===== config.mk =====
export PLATFORM = sky130hd
export DESIGN_NAME = mc_maindec
export DESIGN_NICKNAME = d
export VERILOG_FILES = /design/src/rtl/mips_pkg.sv /design/src/rtl/mc_outdec.sv /design/src/rtl/mc_maindec.sv
export SDC_FILE = /design/constraint.sdc
export NUM_CORES = 1
export LEC_CHECK = 0
export CELL_PAD_IN_SITES_DETAIL_PLACEMENT = 0
export CELL_PAD_IN_SITES_GLOBAL_PLACEMENT = 1
export CORE_MARGIN = 8
export CORE_UTILIZATION = 23
export DETAILED_ROUTE_END_ITERATION = 8
export PLACE_DENSITY_LB_ADDON = 0.12
export REMOVE_ABC_BUFFERS = 1
export SYNTH_ARGS = -nofsm -noshare
export SYNTH_HDL_FRONTEND = slang
export SYNTH_SLANG_ARGS = --single-unit

===== constraint.sdc =====
create_clock -name clk -period 1.18 [get_ports clk]
set_input_delay 0.236 -clock clk [delete_from_list [all_inputs] [get_ports clk]]
set_output_delay 0.236 -clock clk [all_outputs]
set_load 0.02 [all_outputs]

===== src/rtl/mips_pkg.sv =====
// mips_pkg: shared state, opcode and control-field encodings for the multicycle MIPS control path
package mips_pkg;
    typedef enum logic [3:0] {
        S_FETCH   = 4'd0,
        S_DECODE  = 4'd1,
        S_MEMADR  = 4'd2,
        S_MEMRD   = 4'd3,
        S_MEMWB   = 4'd4,
        S_MEMWR   = 4'd5,
        S_RTYPEEX = 4'd6,
        S_RTYPEWB = 4'd7,
        S_BEQEX   = 4'd8,
        S_ADDIEX  = 4'd9,
        S_IWB     = 4'd10,
        S_JEX     = 4'd11,
        S_ORIEX   = 4'd12
    } state_t;

    localparam logic [5:0] OP_LW    = 6'b100011;
    localparam logic [5:0] OP_SW    = 6'b101011;
    localparam logic [5:0] OP_RTYPE = 6'b000000;
    localparam logic [5:0] OP_BEQ   = 6'b000100;
    localparam logic [5:0] OP_ADDI  = 6'b001000;
    localparam logic [5:0] OP_J     = 6'b000010;
    localparam logic [5:0] OP_ORI   = 6'b001101;

    localparam logic [1:0] ALUOP_ADD   = 2'b00;
    localparam logic [1:0] ALUOP_SUB   = 2'b01;
    localparam logic [1:0] ALUOP_RTYPE = 2'b10;
    localparam logic [1:0] ALUOP_ORI   = 2'b11;

    localparam logic [1:0] SRCB_RT    = 2'b00;
    localparam logic [1:0] SRCB_FOUR  = 2'b01;
    localparam logic [1:0] SRCB_IMM   = 2'b10;
    localparam logic [1:0] SRCB_IMMSH = 2'b11;

    localparam logic [1:0] PCSRC_ALU    = 2'b00;
    localparam logic [1:0] PCSRC_ALUOUT = 2'b01;
    localparam logic [1:0] PCSRC_JUMP   = 2'b10;

    typedef struct packed {
        logic       pcwrite;
        logic       memwrite;
        logic       irwrite;
        logic       regwrite;
        logic       iord;
        logic       alusrca;
        logic [1:0] alusrcb;
        logic       regdst;
        logic       memtoreg;
        logic [1:0] pcsrc;
        logic [1:0] aluop;
        logic       branch;
    } ctrl_t;
endpackage


===== src/rtl/mc_outdec.sv =====
// mc_outdec: combinational state -> raw control word decode (ORIEX only with MC_MAINDEC_ORI_EN)
module mc_outdec
    import mips_pkg::*;
(
    input  state_t state,
    output ctrl_t  ctrl
);
    // Moore control word per state; unlisted fields and unreachable states stay 0
    always_comb begin
        ctrl = '0;
        case (state)
            S_FETCH: begin
                ctrl.alusrcb = SRCB_FOUR;
                ctrl.irwrite = 1'b1;
                ctrl.pcwrite = 1'b1;
            end
            S_DECODE: ctrl.alusrcb = SRCB_IMMSH;
            S_MEMADR: begin
                ctrl.alusrca = 1'b1;
                ctrl.alusrcb = SRCB_IMM;
            end
            S_MEMRD: ctrl.iord = 1'b1;
            S_MEMWB: begin
                ctrl.memtoreg = 1'b1;
                ctrl.regwrite = 1'b1;
            end
            S_MEMWR: begin
                ctrl.iord     = 1'b1;
                ctrl.memwrite = 1'b1;
            end
            S_RTYPEEX: begin
                ctrl.alusrca = 1'b1;
                ctrl.alusrcb = SRCB_RT;
                ctrl.aluop   = ALUOP_RTYPE;
            end
            S_RTYPEWB: begin
                ctrl.regdst   = 1'b1;
                ctrl.regwrite = 1'b1;
            end
            S_BEQEX: begin
                ctrl.alusrca = 1'b1;
                ctrl.aluop   = ALUOP_SUB;
                ctrl.pcsrc   = PCSRC_ALUOUT;
                ctrl.branch  = 1'b1;
            end
            S_ADDIEX: begin
                ctrl.alusrca = 1'b1;
                ctrl.alusrcb = SRCB_IMM;
                ctrl.aluop   = ALUOP_ADD;
            end
            S_IWB: ctrl.regwrite = 1'b1;
            S_JEX: begin
                ctrl.pcsrc   = PCSRC_JUMP;
                ctrl.pcwrite = 1'b1;
            end
`ifdef MC_MAINDEC_ORI_EN
            S_ORIEX: begin
                ctrl.alusrca = 1'b1;
                ctrl.alusrcb = SRCB_IMM;
                ctrl.aluop   = ALUOP_ORI;
            end
`endif
            default: ctrl = '0;
        endcase
    end
endmodule


===== src/rtl/mc_maindec.sv =====
// mc_maindec: multicycle main-control FSM; ori support is built only with MC_MAINDEC_ORI_EN
module mc_maindec
    import mips_pkg::*;
(
    input  logic       clk,
    input  logic       reset,
    input  logic [5:0] op,
    input  logic       zero,
    input  logic       memready,
    output logic       pcen,
    output logic       memwrite,
    output logic       irwrite,
    output logic       regwrite,
    output logic       iord,
    output logic       alusrca,
    output logic [1:0] alusrcb,
    output logic       regdst,
    output logic       memtoreg,
    output logic [1:0] pcsrc,
    output logic [1:0] aluop,
    output logic       illegal
);
    state_t state, next, cur;
    ctrl_t  ctrl;
    logic   legal;

    // During reset the outputs present FETCH values so the datapath sees a clean start
    assign cur = reset ? S_FETCH : state;

    mc_outdec u_outdec (.state(cur), .ctrl(ctrl));

    // State register
    always_ff @(posedge clk) begin
        if (reset) state <= S_FETCH;
        else       state <= next;
    end

    // Next-state selection and opcode legality check in DECODE
    always_comb begin
        next  = S_FETCH;
        legal = 1'b1;
        case (state)
            S_FETCH: next = memready ? S_DECODE : S_FETCH;
            S_DECODE: begin
                case (op)
                    OP_LW, OP_SW: next = S_MEMADR;
                    OP_RTYPE:     next = S_RTYPEEX;
                    OP_BEQ:       next = S_BEQEX;
                    OP_ADDI:      next = S_ADDIEX;
                    OP_J:         next = S_JEX;
`ifdef MC_MAINDEC_ORI_EN
                    OP_ORI:       next = S_ORIEX;
`endif
                    default:      legal = 1'b0;
                endcase
            end
            S_MEMADR:  next = (op == OP_LW) ? S_MEMRD : S_MEMWR;
            S_MEMRD:   next = memready ? S_MEMWB : S_MEMRD;
            S_MEMWR:   next = memready ? S_FETCH : S_MEMWR;
            S_RTYPEEX: next = S_RTYPEWB;
            S_ADDIEX:  next = S_IWB;
`ifdef MC_MAINDEC_ORI_EN
            S_ORIEX:   next = S_IWB;
`endif
            default:   next = S_FETCH;
        endcase
    end

    // Fetch enables wait for memready; memwrite is held through the MEMWR stall
    assign irwrite  = ctrl.irwrite & memready & ~reset;
    assign pcen     = ~reset & ((ctrl.pcwrite & (memready | cur != S_FETCH)) | (ctrl.branch & zero));
    assign memwrite = ctrl.memwrite & ~reset;
    assign regwrite = ctrl.regwrite & ~reset;
    assign illegal  = ~legal & ~reset;
    assign iord     = ctrl.iord;
    assign alusrca  = ctrl.alusrca;
    assign alusrcb  = ctrl.alusrcb;
    assign regdst   = ctrl.regdst;
    assign memtoreg = ctrl.memtoreg;
    assign pcsrc    = ctrl.pcsrc;
    assign aluop    = ctrl.aluop;
endmodule


# Word level (Yosys, flattened, before mapping)
# Index checks and enable logic that the tools add are counted.
# word_totals
mem_bits_ro,0
latchBits,0
mem_bits_rw,0
memories,0
output_inout_bits,15
regBits,4
in_bits,10
# op_classes
n_shift,0
n_bitwise,12
reduce_logical,11
magnitude_cmp,0
mux,21
n_eq_ne,22
add_sub_neg,0
n_div,0
mul,0
# op_table
cell,n
one-hot mux 4 bit (7 select lines),1
"== test 4 x 3 -> 1 bit, second input constant",6
"== test 4 bit, second input constant",5
one-hot mux 4 bit (5 select lines),1
"== test 4 x 2 -> 1 bit, second input constant",4
"== test 6 bit, second input constant",2
two-way mux 1 bit,12
two-way mux 3 bit,3
AND 1 bit,8
"== test 4 x 1 -> 1 bit, second input constant",2
zero test 4 bit,2
one-hot mux 2 bit (2 select lines),2
OR reduction 2 bit,4
"== test 6 x 2 -> 1 bit, second input constant",1
"== test 6 x 3 -> 1 bit, second input constant",1
"== test 6 x 4 -> 1 bit, second input constant",1
zero test 6 bit,1
one-hot mux 2 bit (3 select lines),1
OR reduction 6 bit,1
two-way mux 4 bit,1
nonzero test 4 bit,1
OR reduction 4 bit,1
OR reduction 3 bit,1
NOT 1 bit,2
bitwise OR 1 bit,2

# Longest topological paths before layout
# depth
ltp_word,7
depth_mapped,5
mapped_depth_nobuf,4

# Hierarchy
# Synthesis repeated with hierarchy kept, for this count alone.
# unflattened
hier_cells,84
area_unflattened_um2,561.8
# by_module_without_submodules
mod,instances,cells_per_inst,area_per_inst_um2
mc_maindec,1,57,402.9
mc_outdec,1,27,158.9

# Least setup slack after synthesis
# No wires, ideal clock.
# synth_path
path_kind,register to output
startpoint,register state[2]
endpoint,output port aluop[0]
arrival_ns,1.320
stages_incl_launch_ff,4
required_time_ns,0.944
slack_ns,-0.376
cell_sequence,dfxtp_1 > or2_1 > clkbuf_1 > nor4_1
# synth_between
elab_chain_cells,3
# synth_lines
item,line,source
"start, declared",mc_maindec.sv:23,"state_t state, next, cur;"
"start signal, assigned",mc_maindec.sv:35,else state <= next;
two-way mux 4 bit (*),mc_maindec.sv:28,assign cur = reset ? S_FETCH : state;
== test 4 bit / == test 4 x 3 -> 1 bit (equally long branches),mc_outdec.sv:11,case (state)
one-hot mux 2 bit (2 select lines) (*),mc_outdec.sv:11,
"end, declared",mc_maindec.sv:20,"output logic [1:0] aluop,"
# Every way passes the cells marked *; elsewhere a longest branch is shown, timed or not.

# Worst setup path in the final report
# layout_path
startpoint,register state[3]
endpoint,output port illegal
# layout_between
elab_chain_cells,4
# layout_lines
item,line,source
== test 4 x 1 -> 1 bit,mc_maindec.sv:42,case (state)
two-way mux 1 bit,mc_maindec.sv:42,
NOT 1 bit,mc_maindec.sv:74,assign illegal = ~legal & ~reset;
AND 1 bit,mc_maindec.sv:74,
"end, declared",mc_maindec.sv:21,output logic illegal
# Every way passes these cells.

==> flow_summary.yaml <==
die:
  initial_core_util: 0.237
  die_h_um: 63.3
  top_level_ports: 25
  rows: 17
  die-width_um: 63.3
  die_area_mm2: 0.00400
  core_area_mm2: 0.00217
placed_design:
  io_buffers: 24
  hpwlAfterDp_um: 1660
  post_dp_cell_area_mm2: 0.00101
  place_congestion: 0.778
sta:
  maxSlewHeadroom: 0.799
  rsz0062_at_grt: "yes"
  max_freq_ghz: 0.649
  period_share: 1.31
  setup_ws_ns: -0.361
  final.setup.tns_ns: -4.67
  final_hold_viol_count: 0
  finalCriticalPeriod_ns: 1.54
  finalMaxSlewViolations: 0
  skew_ns: 0.000328
  hold_ws_ns: 0.465
  worstMarginPinSlew_ns: 0.297
  setup_viol: 17
setup_path:
  critPathCaptureType: "output pin"
  crit_type: "reg2out"
  start_kind: "flip-flop"
  cp.required_ns: 0.94
  worstPathArrival_ns: 1.30
  path_max_fanout: 5
yosys:
  yosys_warnings: 0
  ys_ff_latch: 4
  syn-cell-area_um2: 514
  syn_inst: 78
  synth.distinct_cells: 32
  seq_area_frac_synth: 0.156
  synth.avg_cell_area_um2: 6.59
detailed_routing:
  drtIter0Drc: 22
  dr.pass1.iters: 4
  final_antenna_net_count: 0
  wl_um: 2220
  routed_via_density: 4.81
  drcViolationCount: 0
  vias: 798
  wl_per_cell_um: 13.3
cts:
  h-tree-depth: 1
  root_buffer: "clkbuf_4"
  clock_latency_ns: 0.24
  cts-buffers-inserted: 3
  cts_tree: "built"
  cts_hold_buf: 0
  clk_pin_slew_ns: 0.04
  cts.sinks: 4
  clockBufferDepth: 2
pwr:
  netSwitchingFraction: 0.321
  internal_power_w: 0.000370
  combPwrFrac: 0.414
  p_per_area_mw_per_mm2: 450
  p_total_w: 0.000544
  p_switching_w: 0.000175
  p_leak_nw: 0.526
  power_frac_seq: 0.256
  pwr-share-clk: 0.330
  peakVddDrop_v: 0.000446
layout:
  top_register: "state"
  largest_reg_flops: 4
  drive_gt1_frac: 0.638
  syn2layout_area_growth_pct: 135
  reg.largest.list: "state (4)"
  fillCellCount: 231
  nets: 150
  insertedDiodeCount: 0
  stdcell_area_mm2: 0.00121
outcome:
  violations: "negative setup slack"
  status: "finished, violations left"
global_routing:
  grt_start_max_net_pins: 10
  grt_usage: 0.110
  gr-total-overflow: 0
  grt_pass1_vias: 840
  grt_pass1_wl_um: 3720
  antenna_found_initial: 0
min_path:
  hp-class: "in2reg"
job:
  cap_violations: 0
[path summary, 6_finish.rpt]
path	startpoint	endpoint	slack [ns]	depth (start not counted)
setup / recovery	state[3]	illegal	-0.36	6
hold / removal	op[5]	state[0]	0.46	5
setup reg to reg	state[1]	state[1]	-0.23	6
hold reg to reg	state[2]	state[2]	0.67	2
[cells in the mapped netlist, drive strengths merged]
master / instances / share of area
a211oi: 1 / 0.015
a21oi: 7 / 0.068
a31oi: 1 / 0.012
and2: 1 / 0.012
and3: 2 / 0.024
and3b: 1 / 0.017
buf: 4 / 0.039
clkbuf: 1 / 0.0073
dfxtp: 4 / 0.16
inv: 2 / 0.015
nand2: 4 / 0.029
nand2b: 4 / 0.063
nand3: 3 / 0.029
nand3b: 1 / 0.015
nand4: 1 / 0.012
nor2: 7 / 0.051
nor3: 9 / 0.088
nor3b: 2 / 0.029
nor4: 4 / 0.049
o211ai: 3 / 0.044
o21ai: 4 / 0.039
o21bai: 2 / 0.029
o22a: 1 / 0.017
o311a: 1 / 0.019
o311ai: 1 / 0.017
or2: 2 / 0.024
or3: 1 / 0.012
or3b: 1 / 0.017
xnor2: 2 / 0.034
xor2: 1 / 0.017
[placed cells by master, fill, tap and decap left out, types with 3 or more instances in the layout]
| master | count |
|---|---|
| clkbuf_4 | 3 |
| nor3_2 | 4 |
| buf_2 | 4 |
| a21oi_1 | 5 |
| nand2_2 | 3 |
| buf_6 | 19 |
| dlygate4sd2_1 | 4 |
| buf_4 | 30 |
| nor2_1 | 3 |
| nor4_2 | 3 |
| o211ai_1 | 3 |
| nor3_1 | 5 |
| o21ai_1 | 3 |
[what timing repair did]
item                       4_1_cts  5_1_grt
setup endpoints to repair       19       18
cloned                           1        0
setup buffers                    4        2
pin swaps                       15       10
gates resized for setup        135       12
[worst max-delay path, cell delays in order (launching register included)]
cell and delay [ns]:
dfxtp_2 0.32, inv_1 0.08, buf_6 0.12, nand2_2 0.09
nor3_2 0.15, and3_1 0.18, buf_6 0.12
[metal layers]
layer | global-route usage | routed length, µm | part of all wire | up-vias
met3 | 0.0353 | 94 | 0.042 | 2
met5 | 0 | 0 | 0 | -
met4 | 0.0251 | 9 | 0.0041 | 0
li1 | - | - | - | 414
met2 | 0.200 | 1130 | 0.51 | 12
met1 | 0.120 | 977 | 0.44 | 370
[kinds of logic (layout without fill, tap and decap cells)]
kind of cell,count (synthesis),count (layout),synth area share
compound gates,21,21,0.260
flops,4,4,0.156
xor+xnor,3,3,0.0511
simple gates,43,43,0.472
buf+inv,7,67,0.0608
[cell type report]
type	instances	area (µm²)	area share
timing repair buffer	62	536	0.443
clock buffer	3	22.5	0.0186
tap	28	35.0	0.0290
inverter	2	7.51	0.00620
multi-input combinational	67	519	0.429
sequential	4	90.1	0.0745
[power groups by stage]
stage	sequential [W]	clock (W)	combinational, W
5_1_grt	0.000140	0.000189	0.000243
3_5_place_dp	0.000144	0	0.000193
6_report	0.000139	0.000180	0.000225
2_1_floorplan	0.000150	0	0.0000640
4_1_cts	0.000139	0.000186	0.000219
3_3_place_gp	0.000144	0	0.000191
[metrics by stage]
stage	setup WS, ns	cells	util
after floorplan	-0.435	73	-
after global placement	-1.03	157	0.464
after detailed placement	-1.01	157	0.464
after CTS	-0.376	165	0.542
after global routing	-0.427	166	0.558
final	-0.361	166	0.558
No activity file was read; power rests on OpenSTA's default activity.
